[src/rtl/sata_rx_prim_decode.sv]
// SATA receive primitive decoder: classifies GTX dwords, strips ALIGN, expands CONT
// streams for the link layer and keeps saturating ALIGN / error statistics.
//
// state | meaning
// ------+--------------------------------------------------------
// IDLE  | no primitive held
// HOLD  | last emitted primitive stored in held
// CONT  | CONT seen after held; junk data stands for held
module sata_rx_prim_decode #(
    parameter int C_CNT_W       = 16,
    parameter bit C_CONT_EXPAND = 1'b1
) (
    input  logic               sys_clk,
    input  logic               sys_rst_n,
    input  logic [31:0]        rx_data,
    input  logic [3:0]         rx_k,
    input  logic [3:0]         rx_err,
    input  logic               link_up,
    input  logic               clr_cnt,
    output logic               prim_valid,
    output logic [4:0]         prim_code,
    output logic               data_valid,
    output logic [31:0]        data,
    output logic               dec_err,
    output logic [C_CNT_W-1:0] align_cnt,
    output logic [C_CNT_W-1:0] err_cnt
);
    localparam logic [31:0] ALIGN_DW     = 32'h7B4A4ABC;
    localparam logic [31:0] CONT_DW      = 32'h9999AA7C;
    localparam logic [7:0]  K28_3        = 8'h7C;
    localparam logic [4:0]  CODE_UNKNOWN = 5'd31;

    typedef enum logic [1:0] {ST_IDLE, ST_HOLD, ST_CONT} state_t;

    state_t      state, state_nxt;
    logic [4:0]  held, held_nxt;

    logic [31:0] s1_data;
    logic [3:0]  s1_k;
    logic [3:0]  s1_err;
    logic        s1_link;

    logic [4:0]  lookup_code;
    logic        k_prim, is_align, is_cont, is_prim, is_data;

    logic        pv_nxt, dv_nxt, err_nxt, align_ev;
    logic [4:0]  code_nxt;
    logic [31:0] data_nxt;

    always_ff @(posedge sys_clk or negedge sys_rst_n) begin
        if (!sys_rst_n) begin
            s1_data <= '0;
            s1_k    <= '0;
            s1_err  <= '0;
            s1_link <= 1'b0;
        end else begin
            s1_data <= rx_data;
            s1_k    <= rx_k;
            s1_err  <= rx_err;
            s1_link <= link_up;
        end
    end

    always_comb begin : prim_lookup
        case (s1_data)
            32'hB5B5957C: lookup_code = 5'd1;
            32'h4A4A957C: lookup_code = 5'd2;
            32'h5757B57C: lookup_code = 5'd3;
            32'h3737B57C: lookup_code = 5'd4;
            32'hD5D5B57C: lookup_code = 5'd5;
            32'hD5D5AA7C: lookup_code = 5'd6;
            32'h9595AA7C: lookup_code = 5'd7;
            32'h5858B57C: lookup_code = 5'd8;
            32'h5555B57C: lookup_code = 5'd9;
            32'h3535B57C: lookup_code = 5'd10;
            32'h5656B57C: lookup_code = 5'd11;
            32'h3636B57C: lookup_code = 5'd12;
            32'h1717B57C: lookup_code = 5'd13;
            32'h7575957C: lookup_code = 5'd14;
            32'h9595957C: lookup_code = 5'd15;
            32'hF5F5957C: lookup_code = 5'd16;
            default:      lookup_code = CODE_UNKNOWN;
        endcase
    end

    // Anything that is not a clean data dword or a recognised K pattern is an error.
    always_comb begin : classify
        k_prim   = (s1_k == 4'b0001) && (s1_err == 4'b0000);
        is_align = k_prim && (s1_data == ALIGN_DW);
        is_cont  = k_prim && (s1_data == CONT_DW);
        is_prim  = k_prim && (s1_data[7:0] == K28_3) && !is_cont;
        is_data  = (s1_k == 4'b0000) && (s1_err == 4'b0000);
    end

    always_comb begin : fsm_comb
        state_nxt = state;
        held_nxt  = held;
        pv_nxt    = 1'b0;
        code_nxt  = '0;
        dv_nxt    = 1'b0;
        data_nxt  = '0;
        err_nxt   = 1'b0;
        align_ev  = 1'b0;
        if (!s1_link) begin
            state_nxt = ST_IDLE;
        end else if (is_align) begin
            align_ev = 1'b1;
        end else if (is_prim) begin
            pv_nxt    = 1'b1;
            code_nxt  = lookup_code;
            held_nxt  = lookup_code;
            state_nxt = ST_HOLD;
        end else if (is_cont) begin
            if (state == ST_HOLD) begin
                state_nxt = ST_CONT;
            end else begin
                err_nxt = 1'b1;
            end
        end else if (is_data) begin
            if (state == ST_CONT) begin
                if (C_CONT_EXPAND) begin
                    pv_nxt   = 1'b1;
                    code_nxt = held;
                end
            end else begin
                dv_nxt   = 1'b1;
                data_nxt = s1_data;
            end
        end else begin
            err_nxt = 1'b1;
            if (state == ST_HOLD) begin
                state_nxt = ST_IDLE;
            end
        end
    end

    always_ff @(posedge sys_clk or negedge sys_rst_n) begin
        if (!sys_rst_n) begin
            state      <= ST_IDLE;
            held       <= '0;
            prim_valid <= 1'b0;
            prim_code  <= '0;
            data_valid <= 1'b0;
            data       <= '0;
            dec_err    <= 1'b0;
        end else begin
            state      <= state_nxt;
            held       <= held_nxt;
            prim_valid <= pv_nxt;
            prim_code  <= code_nxt;
            data_valid <= dv_nxt;
            data       <= data_nxt;
            dec_err    <= err_nxt;
        end
    end

    // clr_cnt is not pipelined: it acts on whichever event is in stage 2 that cycle.
    always_ff @(posedge sys_clk or negedge sys_rst_n) begin
        if (!sys_rst_n) begin
            align_cnt <= '0;
            err_cnt   <= '0;
        end else if (clr_cnt) begin
            align_cnt <= '0;
            err_cnt   <= '0;
        end else begin
            if (align_ev && (align_cnt != '1)) begin
                align_cnt <= align_cnt + 1'b1;
            end
            if (err_nxt && (err_cnt != '1)) begin
                err_cnt <= err_cnt + 1'b1;
            end
        end
    end

endmodule

[config.mk]
export PLATFORM = sky130hd
export DESIGN_NAME = sata_rx_prim_decode
export DESIGN_NICKNAME = d
export VERILOG_FILES = /design/src/rtl/sata_rx_prim_decode.sv
export SDC_FILE = /design/constraint.sdc
export NUM_CORES = 1
export LEC_CHECK = 0
export BUFFER_PORTS_ARGS = -buffer_cell sky130_fd_sc_hd__buf_2
export CORE_MARGIN = 10
export CORE_UTILIZATION = 53
export CTS_CLUSTER_SIZE = 24
export DETAILED_ROUTE_END_ITERATION = 8
export PLACE_DENSITY = 0.79
export SLEW_MARGIN = 20
export SYNTH_ARGS = -nofsm -noshare
export SYNTH_HDL_FRONTEND = slang
export SYNTH_SLANG_ARGS = --single-unit
[constraint.sdc]
create_clock -name sys_clk -period 3.3 [get_ports sys_clk]
set_input_delay 0.33 -clock sys_clk [delete_from_list [all_inputs] [get_ports sys_clk]]
set_output_delay 0.33 -clock sys_clk [all_outputs]
set_load 0.02 [all_outputs]
Word level (Yosys, flattened, before mapping) --
Cells that the tools add are included. W data, S select, Z words.
Word-level totals: bits in read-only memories 0, memories kept 0, latch bits 0, register bits 120, output and inout bits 72, word-level logic and storage cells 102, bits in writable memories 0
Operators by class: mux-type cells 44, shifts and indexed selects 0, eq/ne operators 27, multipliers 0, add/subtract/negate cells 2, div/mod/pow operators 0, bitwise logic cells 1, $lt $le $gt $ge 0, reductions and logical operators 15
Operator list (count):
- $eq A32 B31 Y1 const B | 7
- $eq A32 B32 Y1 const B | 7
- $mux W32 | 6
- $eq A32 B30 Y1 const B | 3
- $pmux W5 S16 | 1
- $mux W16 | 4
- $add A16 B1 Y16 const B | 2
- $eq A32 B29 Y1 const B | 1
- $ne A16 B16 Y1 const B | 2
- $mux W5 | 6
- $mux W1 | 20
- $mux W2 | 7
- $eq A8 B7 Y1 const B | 1
- $logic_and A1 B1 Y1 | 8
- $logic_not A4 Y1 | 2
- $reduce_and A3 Y1 | 2
- $eq A4 B1 Y1 const B | 1
- $ne A4 B4 Y1 const B | 1
- $reduce_bool A2 Y1 | 2
- $ne A3 B1 Y1 const B | 1
- $eq A2 B1 Y1 const B | 1
- $eq A2 B2 Y1 const B | 1
- $ne A2 B2 Y1 const B | 1
- $logic_not A1 Y1 | 1
- $not A1 Y1 | 1

Logic depth before layout (Yosys ltp) --
depth after elaboration 11, mapped depth 11, gate-level depth less buffers 8

Least setup slack after synthesis --
Ideal clock, no wire load.
path type register to register, start point register s1_k[1], end point register err_cnt[1], setup time 132 ps, arrival 2363 ps, path buffers 2, cell stages (with the launch flop) 10, path slack 805 ps, cell sequence dfrtp_1 or4_1 or4_4 nor4_4 nor2b_1 nand3_1 buf_2 buf_6 mux2i_1 nor2_1
Between the ends: word-level cells in the longest chain between the ends 10
Ends and longest elaborated chain:
- start: declaration | line 39 | logic [3:0] s1_k;
- start signal: assignment | line 58 | s1_k <= rx_k;
- $eq A4 B1 Y1 | line 88 | k_prim = (s1_k == 4'b0001) && (s1_err == 4'b0000);
- $logic_and A1 B1 Y1 | line 88
- $logic_and A1 B1 Y1 | line 90 | is_cont = k_prim && (s1_data == CONT_DW);
- $logic_not A1 Y1 | line 91 | is_prim = k_prim && (s1_data[7:0] == K28_3) && !is_cont;
- $logic_and A1 B1 Y1 | line 91
- $mux W1 | line 108 | end else if (is_prim) begin
- $mux W1 * | line 106 | end else if (is_align) begin
- $mux W1 * | line 104 | if (!s1_link) begin
- $logic_and A1 B1 Y1 * | line 169 | if (err_nxt && (err_cnt != '1)) begin
- $reduce_bool A2 Y1 (no source line) *
- end signal: assignment | line 170 | err_cnt <= err_cnt + 1'b1;
- end: declaration | line 26 | output logic [C_CNT_W-1:0] err_cnt
Every way passes the cells marked *; elsewhere a longest branch is shown, timed or not. A chain may end at the register's enable or synchronous reset.

Worst setup path after layout --
start point register s1_data[8], end point register err_cnt[12]
Between the ends: word-level cells in the longest chain between the ends 9
Ends and longest elaborated chain:
- start: declaration | line 38 | logic [31:0] s1_data;
- start signal: assignment | line 57 | s1_data <= rx_data;
- $eq A32 B32 Y1 | line 90
- $logic_and A1 B1 Y1 | line 90
- $logic_not A1 Y1 | line 91
- $logic_and A1 B1 Y1 | line 91
- $mux W1 | line 108
- $mux W1 * | line 106
- $mux W1 * | line 104
- $logic_and A1 B1 Y1 * | line 169
- $reduce_bool A2 Y1 (no source line) *
Marks and branches as above.

==> metrics.csv <==
metric,value,unit
result_of_the_run,"complete, no violations",
cts.htree.levels,4,
clkSlewWorstSetupHoldPaths,0.06,ns
clk-insertion-delay-late,0.51,ns
routedWlPerCell,17.80,um
multi_input_area,1874,um^2
antenna_found_initial,0,
postSynthNetCount,480,
critical_path_capture_point_type,flip-flop,
globalRouteTotalUtil,19.09,%
drt-vias-per-instance,5.452,
final.period_utilization,92.02,%
worstSetupStartpointType,flip-flop,
power.ir.vdd_worst,0.4681,mV
number_of_max_slew_violations_in_the_final_report,0,
max_slew_margin,46.77,%
diodes,0,
synth.avg_cell_area,11.44,um^2
mostFrequentLayoutCells,"120 x dfrtp_1, 114 x buf_2, 42 x dlygate4sd3_1, 40 x and2_1, 34 x nor2_1",
floorplan.core_area,9196,um^2
placed_cells_incl_taps,648,
post_cts_resized,0,
setup_viol_count_final,0,
dp_hpwl,8419,um
leakage_power_summed_over_all_cells,0.003310,uW
drt_iter0_drc,182,
count_of_flip_flops_with_a_built_in_enable_after_synthesis,0,
port_buffers,115,
post-route-drc-count,0,
post_cts_hold_buffer_count,42,
io-pin-count,116,
layout_setup_ws,0.2632,ns
total_cts_buffers,17,
route.vias.total,3936,
floorplan.initialDensity,53.99,%
postSynthRegisterBits,120,
synthToLayoutAreaGrowth,34.50,%
dieHeight,116.8,um
post-cts-setup-buffers,0,
netlist_instances,434,
cap_viol_max_count,0,
critPathArrivalTime,3.47,ns
final_hold_viol_count,0,
hold_path.class,in -> reg,
detailedRoute.firstPassIterationCount,5,
cts_tree,done,
die_area,13640,um^2
placement_rows,35,
finalCoreUtilization,72.61,%
synth_seq_area_share,60.48,%
finalNetCount,644,
final-instance-count-excl-fill,722,
clock_path_buffers,2,
gpl.final_weighted_congestion,0.8478,
cp_data_required_time,3.73,ns
ys_types,59,
critical_path_class,reg -> reg,
setup_clock_skew_after_layout,0.01020,ns
remaining_antenna_violation_count_after_routing,0,
maximum_number_of_pins_on_one_net_before_global_route_repair,68,
peak_freq,329.3,MHz
cts.sink_count,120,
synthArstFlopShare,100.0,%
die_w,116.8,um
place_area,5652,um^2
most_common_cell_after_layout_fill_and_taps_aside,dfrtp_1,
finalCriticalPeriod,3.037,ns
power-per-cell-area,532.1,nW/um^2
post_synth_instance_area,4965,um^2
grt.overflow.total,0,
totalWireLength,12850,um
global_route_wire_length_before_repair,20470,um
timing.setup.tns,0,ns
cts_root_buffer,clkbuf_8,
cp_max_fo,14,
final.fill_count,624,
rsz_0062_raised_after_global_routing,false,
dominantRegCellSynth,dfrtp_1,
pre_cts_ws,0.3719,ns
final_area,6678,um^2
drive_above_1_share,27.17,%
worst-slew-pin-transition,0.7784,ns
yosysWarnings,0,
sequential_cell_area,3003,um^2
grt_pass1_vias,4034,
## cells by family (layout without fill, tap and decap cells)
logic type | after synthesis | after routing | share of synthesized area (%)
xor+xnor | 16 | 16 | 2.823
compound gates | 62 | 62 | 7.662
fa+ha+maj | 2 | 2 | 0.5040
mux | 4 | 4 | 0.8568
flops | 120 | 120 | 60.48
buf+inv | 20 | 197 | 1.865
simple gates | 210 | 210 | 25.81
## final timing paths
path                                            from                        to  slack [ns]  cells past startpoint
worst min-delay path                         clr_cnt  align_cnt[1]$_DFFE_PN0P_        0.33                      2
worst max register to register  s1_data[8]$_DFF_PN0_   err_cnt[12]$_DFFE_PN0P_        0.26                      8
min in group asynchronous                  sys_rst_n        data[22]$_DFF_PN0_        0.41                      2
max in group asynchronous                  sys_rst_n         data[6]$_DFF_PN0_        2.12                      3
worst max-delay path            s1_data[8]$_DFF_PN0_   err_cnt[12]$_DFFE_PN0P_        0.26                      8
worst min register to register   held[0]$_DFFE_PN0P_       held[0]$_DFFE_PN0P_        0.48                      1
## critical path, stage by stage (launching register included)
cell and delay [ns]:
dfrtp_1 0.40, nor4b_2 0.42, nand2_1 0.17, or4_4 0.60, nand4b_4 0.16, nand3_1 0.38, buf_4 0.32, or3_1 0.34
a21oi_1 0.14
## cells in the mapped netlist (2+ instances only)
master	number	share of area [%]
inv_1	4	0.30
or2_1	2	0.25
a21o_1	8	1.2
nor4_1	6	0.76
dfrtp_1	120	60
clkbuf_1	10	0.76
nor2b_1	6	0.76
nor4bb_1	5	1.0
nand4_1	14	1.8
or2_2	2	0.25
nand2_1	25	1.9
ha_1	2	0.50
and4bb_2	4	1.0
nand4b_1	2	0.35
or4_1	3	0.45
or3_1	11	1.4
nand2b_1	3	0.38
o21ai_1	8	0.81
xor2_1	14	2.5
o31ai_1	4	0.60
and2_1	40	5.0
o21ai_0	7	0.71
and4_1	3	0.53
and4bb_1	2	0.50
nor3_1	3	0.30
nand3_1	24	2.4
buf_2	2	0.20
and3_1	8	1.0
a21oi_1	21	2.1
nor3b_1	2	0.30
or4_4	2	0.45
nor2_1	34	2.6
a41oi_1	2	0.35
o22ai_1	3	0.38
xnor2_1	2	0.35
mux2i_1	2	0.40
buf_4	2	0.30
## per-layer routing
| layer | vias up | track usage [%] | wire [um] |
|---|---|---|---|
| li1 | 1880 | - | - |
| met1 | 1923 | 23.06 | 5142 |
| met2 | 120 | 31.61 | 6724 |
| met3 | 13 | 6.167 | 815 |
| met4 | 0 | 6.425 | 170 |
| met5 | - | 0 | 0 |
## registers in the layout, indices dropped and copies added, names as in the netlist
| register | cells |
|---|---|
| err_cnt | 16 |
| state | 2 |
| held | 5 |
| s1_err | 4 |
| data_valid | 1 |
| prim_code | 5 |
| s1_link | 1 |
| align_cnt | 16 |
| prim_valid | 1 |
| data | 32 |
| s1_data | 32 |
| dec_err | 1 |
| s1_k | 4 |
## stage by stage
stage          total power, uW  hold WS [ns]
2_1_floorplan             1591       0.03441
5_1_grt                   3683        0.3565
4_1_cts                   3576        0.3149
6_report                  3554        0.3316
3_5_place_dp              1668        0.4135
3_3_place_gp              1661        0.4092
## power breakdown
group          switching, uW  leakage, uW  internal, uW
combinational           77.0      0.00145          74.9
clock                    706     0.000286          1170
sequential              29.4      0.00158          1500
total                    812      0.00331          2740
## final cells by class
class	instances	share of cell area [%]
tap	111	2.080
clock inverter	15	2.867
sequential	120	44.97
multi-input combinational	294	28.07
clock buffer	17	6.202
inverter	4	0.2248
timing repair buffer	161	15.59
(Power assumes the default switching activity.)
